$ cat config.mk
export PLATFORM = sky130hd
export DESIGN_NAME = l2_line_serializer
export DESIGN_NICKNAME = d
export VERILOG_FILES = /design/src/rtl/l2_line_serializer.sv
export SDC_FILE = /design/constraint.sdc
export NUM_CORES = 1
export LEC_CHECK = 0
export ABC_AREA = 0
export CELL_PAD_IN_SITES_DETAIL_PLACEMENT = 0
export CELL_PAD_IN_SITES_GLOBAL_PLACEMENT = 1
export CORE_AREA = 4 4 336 338
export CTS_CLUSTER_DIAMETER = 200
export CTS_CLUSTER_SIZE = 40
export DETAILED_ROUTE_END_ITERATION = 6
export DIE_AREA = 0 0 340 342
export GPL_TIMING_DRIVEN = 0
export PLACE_DENSITY_LB_ADDON = 0.1
export SKIP_LAST_GASP = 1
export SYNTH_ARGS = -nofsm -noshare
export SYNTH_HDL_FRONTEND = slang
export SYNTH_SLANG_ARGS = --single-unit
$ cat constraint.sdc
create_clock -name i_clk -period 27 [get_ports i_clk]
set_input_delay 5.4 -clock i_clk [delete_from_list [all_inputs] [get_ports i_clk]]
set_output_delay 5.4 -clock i_clk [all_outputs]
set_load 0.02 [all_outputs]
$ cat src/rtl/l2_line_serializer.sv
// l2_line_serializer
//   Sits below the L2 memory port. A full-line read or write request is turned
//   into a single AXI4 INCR burst of BEATS = LINE_BITS/BUS_BITS narrow beats.
//   Read beats are reassembled into a line buffer and handed back to the L2
//   with a one-cycle response pulse. One transaction is in flight at a time.
//
//   Optional feature macro: L2_SER_ZERO_STRB_SKIP_EN
//     defined   - a write with all-zero byte strobes skips the bus entirely and
//                 responds one cycle after accept with fault=0.
//     undefined - every write issues the full burst.
//
// Ports
//   i_clk, i_rst                 clock (rising edge), async active-high reset
//   i_req_* / o_req_ready        line request from the L2 (valid/ready)
//   o_resp_valid/_rdata/_fault   single-cycle response to the L2
//   o_ar_* / i_ar_ready          AXI read address channel
//   i_r_* / o_r_ready            AXI read data channel
//   o_aw_* / i_aw_ready          AXI write address channel
//   o_w_* / i_w_ready            AXI write data channel
//   i_b_* / o_b_ready            AXI write response channel

module l2_line_serializer #(
  parameter int ADDR_BITS = 48,
  parameter int LINE_BITS = 256,
  parameter int BUS_BITS  = 64
) (
  input  logic                     i_clk,
  input  logic                     i_rst,
  input  logic                     i_req_valid,
  output logic                     o_req_ready,
  input  logic                     i_req_write,
  input  logic [ADDR_BITS-1:0]     i_req_addr,
  input  logic [LINE_BITS-1:0]     i_req_wdata,
  input  logic [LINE_BITS/8-1:0]   i_req_wstrb,
  output logic                     o_resp_valid,
  output logic [LINE_BITS-1:0]     o_resp_rdata,
  output logic                     o_resp_fault,
  output logic                     o_ar_valid,
  input  logic                     i_ar_ready,
  output logic [ADDR_BITS-1:0]     o_ar_addr,
  output logic [7:0]               o_ar_len,
  input  logic                     i_r_valid,
  output logic                     o_r_ready,
  input  logic [BUS_BITS-1:0]      i_r_data,
  input  logic [1:0]               i_r_resp,
  input  logic                     i_r_last,
  output logic                     o_aw_valid,
  input  logic                     i_aw_ready,
  output logic [ADDR_BITS-1:0]     o_aw_addr,
  output logic [7:0]               o_aw_len,
  output logic                     o_w_valid,
  input  logic                     i_w_ready,
  output logic [BUS_BITS-1:0]      o_w_data,
  output logic [BUS_BITS/8-1:0]    o_w_strb,
  output logic                     o_w_last,
  input  logic                     i_b_valid,
  output logic                     o_b_ready,
  input  logic [1:0]               i_b_resp
);

  localparam int BEATS    = LINE_BITS / BUS_BITS;
  localparam int CNT_W    = (BEATS > 1) ? $clog2(BEATS) : 1;
  localparam int OFF_BITS = $clog2(LINE_BITS / 8);
  localparam int STRB_W   = BUS_BITS / 8;
  localparam logic [CNT_W-1:0]     LAST_CNT   = CNT_W'(BEATS - 1);
  localparam logic [7:0]           BURST_LEN  = 8'(BEATS - 1);
  localparam logic [ADDR_BITS-1:0] ALIGN_MASK =
    ~((ADDR_BITS'(1) << OFF_BITS) - ADDR_BITS'(1));

  typedef enum logic [2:0] {IDLE, AR, R, AW, W, B, RESP} state_e;

  state_e                 state_q, state_d;
  logic [ADDR_BITS-1:0]   addr_q;
  logic [LINE_BITS-1:0]   wdata_q;
  logic [LINE_BITS/8-1:0] wstrb_q;
  logic [LINE_BITS-1:0]   line_q;
  logic [CNT_W-1:0]       cnt_q;
  logic                   fault_q;

  logic zeroStrbSkip;
  logic onLastBeat;
  logic unused_resp;

  // Only bit 1 of an AXI response distinguishes SLVERR/DECERR from OKAY/EXOKAY.
  assign unused_resp = i_r_resp[0] ^ i_b_resp[0];
  assign onLastBeat  = (cnt_q == LAST_CNT);

`ifdef L2_SER_ZERO_STRB_SKIP_EN
  // A write that touches no byte has nothing to put on the bus.
  assign zeroStrbSkip = i_req_write && (i_req_wstrb == '0);
`else
  assign zeroStrbSkip = 1'b0;
`endif

  // State register; reset aborts any burst without producing a response.
  always_ff @(posedge i_clk or posedge i_rst) begin
    if (i_rst) state_q <= IDLE;
    else       state_q <= state_d;
  end

  // Next state. A read burst ends on whichever comes first: the slave's last
  // flag or the final expected beat, so a misbehaving slave cannot hang us.
  always_comb begin
    state_d = state_q;
    case (state_q)
      IDLE: if (i_req_valid) state_d = zeroStrbSkip ? RESP : (i_req_write ? AW : AR);
      AR:   if (i_ar_ready) state_d = R;
      R:    if (i_r_valid && (i_r_last || onLastBeat)) state_d = RESP;
      AW:   if (i_aw_ready) state_d = W;
      W:    if (i_w_ready && onLastBeat) state_d = B;
      B:    if (i_b_valid) state_d = RESP;
      RESP: state_d = IDLE;
      default: state_d = IDLE;
    endcase
  end

  // Outputs decode purely from state so every valid stays up until its
  // handshake; ready is also forced low while reset is held.
  always_comb begin
    o_req_ready  = 1'b0;
    o_resp_valid = 1'b0;
    o_resp_rdata = '0;
    o_resp_fault = 1'b0;
    o_ar_valid   = 1'b0;
    o_ar_addr    = '0;
    o_ar_len     = '0;
    o_r_ready    = 1'b0;
    o_aw_valid   = 1'b0;
    o_aw_addr    = '0;
    o_aw_len     = '0;
    o_w_valid    = 1'b0;
    o_w_data     = '0;
    o_w_strb     = '0;
    o_w_last     = 1'b0;
    o_b_ready    = 1'b0;
    case (state_q)
      IDLE: o_req_ready = !i_rst;
      AR: begin
        o_ar_valid = 1'b1;
        o_ar_addr  = addr_q;
        o_ar_len   = BURST_LEN;
      end
      R:  o_r_ready = 1'b1;
      AW: begin
        o_aw_valid = 1'b1;
        o_aw_addr  = addr_q;
        o_aw_len   = BURST_LEN;
      end
      W: begin
        o_w_valid = 1'b1;
        o_w_data  = wdata_q[cnt_q*BUS_BITS +: BUS_BITS];
        o_w_strb  = wstrb_q[cnt_q*STRB_W +: STRB_W];
        o_w_last  = onLastBeat;
      end
      B:  o_b_ready = 1'b1;
      RESP: begin
        o_resp_valid = 1'b1;
        o_resp_rdata = line_q;
        o_resp_fault = fault_q;
      end
      default: ;
    endcase
  end

  // Datapath. A read is faulted if any beat reports an error or if the last
  // flag disagrees with the expected beat count; slices not reached by a short
  // burst keep whatever the buffer already held.
  always_ff @(posedge i_clk or posedge i_rst) begin
    if (i_rst) begin
      addr_q  <= '0;
      wdata_q <= '0;
      wstrb_q <= '0;
      line_q  <= '0;
      cnt_q   <= '0;
      fault_q <= 1'b0;
    end else begin
      case (state_q)
        IDLE: if (i_req_valid) begin
          addr_q  <= i_req_addr & ALIGN_MASK;
          wdata_q <= i_req_wdata;
          wstrb_q <= i_req_wstrb;
        end
        R: if (i_r_valid) begin
          line_q[cnt_q*BUS_BITS +: BUS_BITS] <= i_r_data;
          fault_q <= fault_q | i_r_resp[1] | (i_r_last != onLastBeat);
          cnt_q   <= cnt_q + 1'b1;
        end
        W: if (i_w_ready) cnt_q <= cnt_q + 1'b1;
        B: if (i_b_valid) fault_q <= i_b_resp[1];
        RESP: begin
          cnt_q   <= '0;
          fault_q <= 1'b0;
        end
        default: ;
      endcase
    end
  end

endmodule

==> results of run 1 <==
where the power goes:
part           internal [W]  leakage [nW]  switching, W  total (W)
Sequential          0.00125          7.51      0.000196    0.00144
Clock              0.000129         0.240      0.000290   0.000419
Combinational      0.000733          8.42      0.000825    0.00156
Total               0.00211          16.2       0.00131    0.00342
worst max path at each step:
stage	start	slack [ps]	end
3_5_place_dp	i_rst	14650	o_req_ready
2_1_floorplan	i_rst	5000	addr_q[10]
3_3_place_gp	i_rst	-3280	wdata_q[27]
5_1_grt	i_rst	14590	o_req_ready
6_report	i_rst	14660	o_req_ready
4_1_cts	i_rst	14630	o_req_ready
per-layer routing:
layer	routed length [microns]	share of wire [%]	track usage, %
met3	11720	8.8	8.500
met2	66760	50	39.54
met4	1905	1.4	3.013
met1	51880	39	25.50
met5	361	0.27	0
cell type report:
class / instances / area, sq um
Multi-Input combinational cell: 1670 / 11650
Antenna cell: 26 / 65.06
Clock buffer: 20 / 479.2
Fill cell: 11074 / 71510
Clock inverter: 1 / 8.758
Tap cell: 1488 / 1862
Inverter: 9 / 41.29
Sequential cell: 593 / 14840
Timing Repair Buffer: 840 / 8518
Buffer: 239 / 1080
through the flow:
stage	worst slack (ps)	power, W
detailed placement	14650	0.003056
global placement	-3281	0.003008
finish	14660	0.003419
global route	14590	0.003649
floorplan	5004	0.002393
CTS	14630	0.003483
flip-flops by register name (all words and copies together), names as in the netlist:
signal,flops
cnt_q,2
line_q,256
addr_q,43
wstrb_q,32
state_q,3
fault_q,1
wdata_q,256
cells in the final DEF (no fill, tap or decap), drive strengths merged, types with 2 or more instances in the layout:
cell             n
and3           257
clkbuf         162
a21oi            4
o31ai            2
o21ai          262
nand2          521
nand2b           4
buf            104
diode           26
and2           160
o211ai           2
nor3b            3
clkdlybuf4s50  833
nor2b            2
dfrtp          593
conb            22
nand3            5
ha               6
mux2           331
mux4            72
nor2             6
inv              9
worst max-delay path, cell delays in order:
cell,delay [ps]
clkdlybuf4s50_1,520
nor4_1,210
clkdlybuf4s50_1,800
logic make-up (layout without fill, tap and decap cells):
kind of cell,after synthesis,after routing
AND/OR/NAND/NOR,963,963
flip-flops,593,593
multiplexers,404,404
AO/OA/AOI/OAI,275,275
buffers and inverters,248,1109
adder cells (fa/ha/maj),6,6
other,1,48
==> key figures, run 1 <==
Placement
  – Hpwl dp: 106200 microns
  – Port bufs: 833
  – Placed cells: 4839
  – Area after DPL: 37990 sq um
  – GPL Wtd Cong: 0.8824

Die
  – Rows: 122
  – Core box area: 110100 sq um
  – Initial Util: 25.01%
  – Die ar.: 116300 sq um
  – Die width: 340 microns
  – Top Ports: 863
  – Die height: 342 microns

Logic synthesis
  – Yosys reg bits: 593
  – Mapped Area: 27530 sq um
  – Synth cell count leaders: dfrtp_1 (593), nand2_1 (521), mux2_2 (331)
  – Ys async rst share: 100.0%
  – Post-synth EDFFs: 0
  – XOR/XNOR Fraction of Synth Area: 0%
  – Simple-gate portion of the synthesized area: 17.19%
  – Most numerous cell in the Yosys netlist: dfrtp_1
  – Mapped Cells: 2490
  – Synth Area in Compound Gates: 5.100%
  – Synth Warn #: 0
  – Adder-cell area share of the yosys netlist: 0.2727%
  – Mean Syn Cell Area: 11.05 sq um
  – Largest family of logic cells by synthesized area: multiplexers
  – Mux cell area share after synthesis: 19.47%
  – Most used DFF post-synth: dfrtp_1
  – Yosys top cell area share: 53.91%
  – Synth area leader: dfrtp_1
  – Synth area leaders: dfrtp_1 (54%), mux2_2 (14%), nand2_1 (7.1%)
  – Seq/Total Area, Yosys: 53.91%
  – Cell variety after synth: 34

Global route
  – First-pass GRT wire length: 185600 microns
  – Initial antenna violation count: 60
  – Gr usage total: 22.04%
  – Largest net degree at the start of global routing: 116
  – Congestion Overflow GR: 0
  – Number of global-route vias before repair: 24.22k

Hold path
  – Hold_sp: line_q[175]
  – WHS Path Cells: 2
  – Hold WC Path Type: register to register
  – Hold Crit Endpoint: line_q[175]

Timing
  – Final Hold Viols: 0
  – Final-report setup violation count: 0
  – Clock period minus final worst setup slack: 12340 ps
  – Setup Skew: 16.07 ps
  – Sum of negative setup slack: 0 ps
  – Worst Hold Margin: 490.0 ps
  – Final worst-path cycle share: 45.70%
  – Slew Viols, Final: 0
  – Max Fclk: 81.05 MHz
  – RSZ-0062 raised after global routing: no
  – Worst Max-Slew Pin Slew: 1422 ps
  – Rel. slew slack: 4.695%

Critical path
  – R2r endpoint: line_q[108]
  – Worst Path Max Fanout: 2
  – Worst EP required: 21600 ps
  – Worst R2R Setup Slack: 22310 ps
  – Critical register-to-register path startpoint: cnt_q[1]
  – Crit. End Element: output pin
  – CP Launch Type: primary input
  – Setup CP Type: primary input to output pin
  – Critical path arrival: 6940 ps
  – Reg2Reg Depth: 10

Pwr
  – Pwr Density: 88.70 nW/um^2
  – Worst vdd ir: 46.67 uV
  – Leakage power: 16.17 nW

Layout
  – Synth-to-Final Area Change: 40.04%
  – Final design utilization: 35.02%
  – Final std cells w/o fill: 4886
  – Post-route cell area: 38550 sq um
  – Layout net count: 3791
  – Layout cells sized above 1: 15.63%

CTS
  – H-tree levels: 1
  – Resized cells post-CTS: 0
  – Hold buffers post-CTS: 0
  – Clock Sinks: 593
  – Root buffer selected by CTS: clkbuf_16
  – Num CTS Buffers: 18
  – Post-CTS Repair Setup Buffers: 0
  – CTS clk-pin slew, worst paths: 160 ps
  – CTS tree: done
  – Bufs on Longest Clock Path: 3
  – Worst skew pair latency: 620 ps

Job
  – MaxCap Viol Count: 0

Route
  – DRC viols: 0
  – Total number of vias: 22.65k
  – DR WL/cell: 27.15 microns
  – Drt first pass iters: 5
  – DR vias/cell: 4.635
  – DRT Wirelength: 132600 microns
  – DR iter-0 viols: 1342
  – Routed Antenna Nets: 0

Outcome
  – Outcome: completed
Note: power is estimated with default switching activity, not from simulation.
==> run 2: changes to the inputs <==
--- a/config.mk
+++ b/config.mk
@@ -8,11 +8,11 @@
 export ABC_AREA = 0
 export CELL_PAD_IN_SITES_DETAIL_PLACEMENT = 0
 export CELL_PAD_IN_SITES_GLOBAL_PLACEMENT = 1
-export CORE_AREA = 4 4 336 338
+export CORE_AREA = 4 4 331 333
 export CTS_CLUSTER_DIAMETER = 200
 export CTS_CLUSTER_SIZE = 40
 export DETAILED_ROUTE_END_ITERATION = 6
-export DIE_AREA = 0 0 340 342
+export DIE_AREA = 0 0 335 337
 export GPL_TIMING_DRIVEN = 0
 export PLACE_DENSITY_LB_ADDON = 0.1
 export SKIP_LAST_GASP = 1
==> constraint.sdc (replaced) <==
create_clock -name i_clk -period 9.99 [get_ports i_clk]
set_input_delay 1.998 -clock i_clk [delete_from_list [all_inputs] [get_ports i_clk]]
set_output_delay 1.998 -clock i_clk [all_outputs]
set_load 0.02 [all_outputs]
==> run 2 against run 1 <==
  * Utilization grew 1.2 points
  * Flip-flop and latch count is the same
  * Non-clock buffer count grew 9
  * Worst hold slack is essentially flat
  * Design area is essentially flat
  * Cell count shrank 1.6%
  * Register-to-register slack lost 17000 ps
  * Clock-buffer cell count shrank 1
  * Largest power group unchanged
  * Highest routed layer unchanged
==> key figures, run 2 (synthesized netlist as in run 1, its figures left out) <==
Route
  – DR WL/cell: 26.97 microns (-0.64%)
  – DRT Wirelength: 129700 microns (-2.2%)
  – Drt first pass iters: 5 (unchanged)
  – Routed Antenna Nets: 0 (unchanged)
  – DR vias/cell: 4.672 (+0.79%)
  – DRC viols: 0 (unchanged)
  – DR iter-0 viols: 1021 (-24%)
  – Total number of vias: 22.47k (-0.79%)

Pwr
  – NetSw: 0.003537 W (+170%)
  – Worst vdd ir: 121.4 uV (+160%)
  – Leakage power: 16.23 nW (+0.37%)
  – Clk network pwr share: 12.3% (about the same)
  – Pwr Density: 239.4 nW/um^2 (+170%)
  – Internal Power: 0.005699 W (+170%)
  – Sw frac: 38.29% (-0.059 points)
  – Flop pwr share: 42.3% (+0.2 points)
  – Comb pwr share: 45.4% (-0.2 points)

Die
  – Die ar.: 112900 sq um (-2.9%)
  – Rows: 120 (-1.6%)
  – Top Ports: 863 (unchanged)
  – Die width: 335 microns (-1.5%)
  – Initial Util: 25.82% (+0.81 points)
  – Core box area: 106600 sq um (-3.1%)
  – Die height: 337 microns (-1.5%)

Critical path
  – Crit. End Element: output pin
  – Critical path arrival: 4150 ps (-2790 ps)
  – Reg2Reg Depth: 10 (unchanged)
  – R2r endpoint: line_q[88]
  – Worst Path Max Fanout: 10 (+8)
  – Setup CP Type: register to output pin
  – Critical register-to-register path startpoint: cnt_q[1]
  – CP Launch Type: register
  – Worst R2R Setup Slack: 5340 ps (-16970 ps)
  – Worst EP required: 7990 ps (-13610 ps)

Timing
  – Final worst-path cycle share: 61.51%
  – Sum of negative setup slack: 0 ps (unchanged)
  – Setup Skew: 16.93 ps (+0.8574 ps)
  – Clock period minus final worst setup slack: 6145 ps
  – Final Hold Viols: 0 (unchanged)
  – Rel. slew slack: 14.40% (+9.7 points)
  – Worst Hold Margin: 489.5 ps (-0.4990 ps)
  – Worst Max-Slew Pin Slew: 1277 ps (-144.8 ps)
  – Slew Viols, Final: 0 (unchanged)
  – Final-report setup violation count: 0 (unchanged)
  – RSZ-0062 raised after global routing: no
  – Max Fclk: 162.7 MHz
  – Worst setup margin: 3845 ps (-10820 ps)

Placement
  – Post-Place Setup Slack: 4343 ps (-10300 ps)
  – Area after DPL: 38020 sq um (about the same)
  – GPL Wtd Cong: 0.9256 (+4.9%)
  – Hpwl dp: 105600 microns (-0.55%)
  – Port bufs: 833 (unchanged)

Layout
  – Top flop regs: line_q x256, wdata_q x256, addr_q x43
  – Fillers: 10.70k (-3.4%)
  – Synth-to-Final Area Change: 40.13% (about the same)
  – Post-route cell area: 38570 sq um (about the same)
  – Register Area: 14840 sq um (unchanged)
  – Final design utilization: 36.18% (+1.2 points)
  – Commonest non-fill, non-tap cell in the layout: clkdlybuf4s50_1
  – Layout net count: 3800 (+0.24%)
  – Layout cells sized above 1: 15.86% (+0.23 points)
  – Area of the multi-input gates: 11650 sq um (unchanged)
  – Most frequent cells in the layout: clkdlybuf4s50_1 (833), dfrtp_1 (593), nand2_1 (521)

CTS
  – Worst skew pair latency: 610 ps (about the same)
  – H-tree levels: 1 (unchanged)
  – Root buffer selected by CTS: clkbuf_16
  – Hold buffers post-CTS: 0 (unchanged)
  – CTS tree: done
  – Num CTS Buffers: 18 (unchanged)
  – Resized cells post-CTS: 0 (unchanged)
  – Post-CTS Repair Setup Buffers: 0 (unchanged)
  – Bufs on Longest Clock Path: 3 (unchanged)
  – Clock Sinks: 593 (unchanged)
  – CTS clk-pin slew, worst paths: 150 ps (about the same)

Outcome
  – Outcome: completed

Hold path
  – Hold WC Path Type: register to register
  – WHS Path Cells: 2 (unchanged)
  – Hold Crit Endpoint: line_q[215]
  – Hold_sp: line_q[215]

Job
  – MaxCap Viol Count: 0 (unchanged)

Global route
  – First-pass GRT wire length: 181900 microns (-2.0%)
  – Initial antenna violation count: 57 (-5.0%)
  – Number of global-route vias before repair: 23.87k (-1.5%)
  – Largest net degree at the start of global routing: 43 (-63%)
  – Congestion Overflow GR: 0 (unchanged)
  – Gr usage total: 22.22% (+0.17 points)
-- run 2: worst max path at each step --
stage / end / from / depth (start not counted) / slack, ps
floorplan: addr_q[10] / i_rst / 1 / -90
global placement: wdata_q[230] / i_rst / 2 / -4370
detailed placement: o_resp_rdata[174] / state_q[1] / 7 / 4340
CTS: o_resp_rdata[174] / state_q[1] / 7 / 3600
global route: o_resp_rdata[174] / state_q[1] / 7 / 3580
finish: o_resp_rdata[166] / state_q[1] / 7 / 3840
-- run 2: final cells by class --
cell class              count  share of cell area [%]
multi-input cells        1670                   30.21
clock buffers              19                   1.233
diodes                     26                  0.1687
well taps                1403                   4.551
plain buffers             239                   2.799
flip-flops and latches    593                   38.47
clock inverters             1                 0.02271
repair buffers            849                   22.45
inverters                   9                 0.09731
-- run 2: power groups by stage --
stage | Combinational [W] | Clock [W] | Sequential [W]
floorplan | 0.00272 | 0 | 0.00375
global placement | 0.00420 | 0 | 0.00393
detailed placement | 0.00428 | 0 | 0.00397
finish | 0.00419 | 0.00113 | 0.00391
CTS | 0.00430 | 0.00120 | 0.00391
global route | 0.00458 | 0.00126 | 0.00402
-- run 2: per-layer routing --
metal | track usage [%] | wire length (microns)
met4 | 3.338 | 2069
met5 | 0 | 325
met3 | 8.191 | 10990
met2 | 39.94 | 65900
met1 | 25.80 | 50430
-- run 2: critical path: stages, from the launching register on --
cell	delay (ps)
dfrtp_1	350
buf_2	200
nor2b_1	150
clkbuf_1	480
clkbuf_1	710
clkbuf_1	530
and3_1	270
clkdlybuf4s50_1	820
-- run 2: metrics by stage --
step / power [W] / std cells
global placement: 0.008125 / 4747
global route: 0.009850 / 4792
finish: 0.009235 / 4809
detailed placement: 0.008247 / 4763
CTS: 0.009402 / 4783
floorplan: 0.006469 / 2511
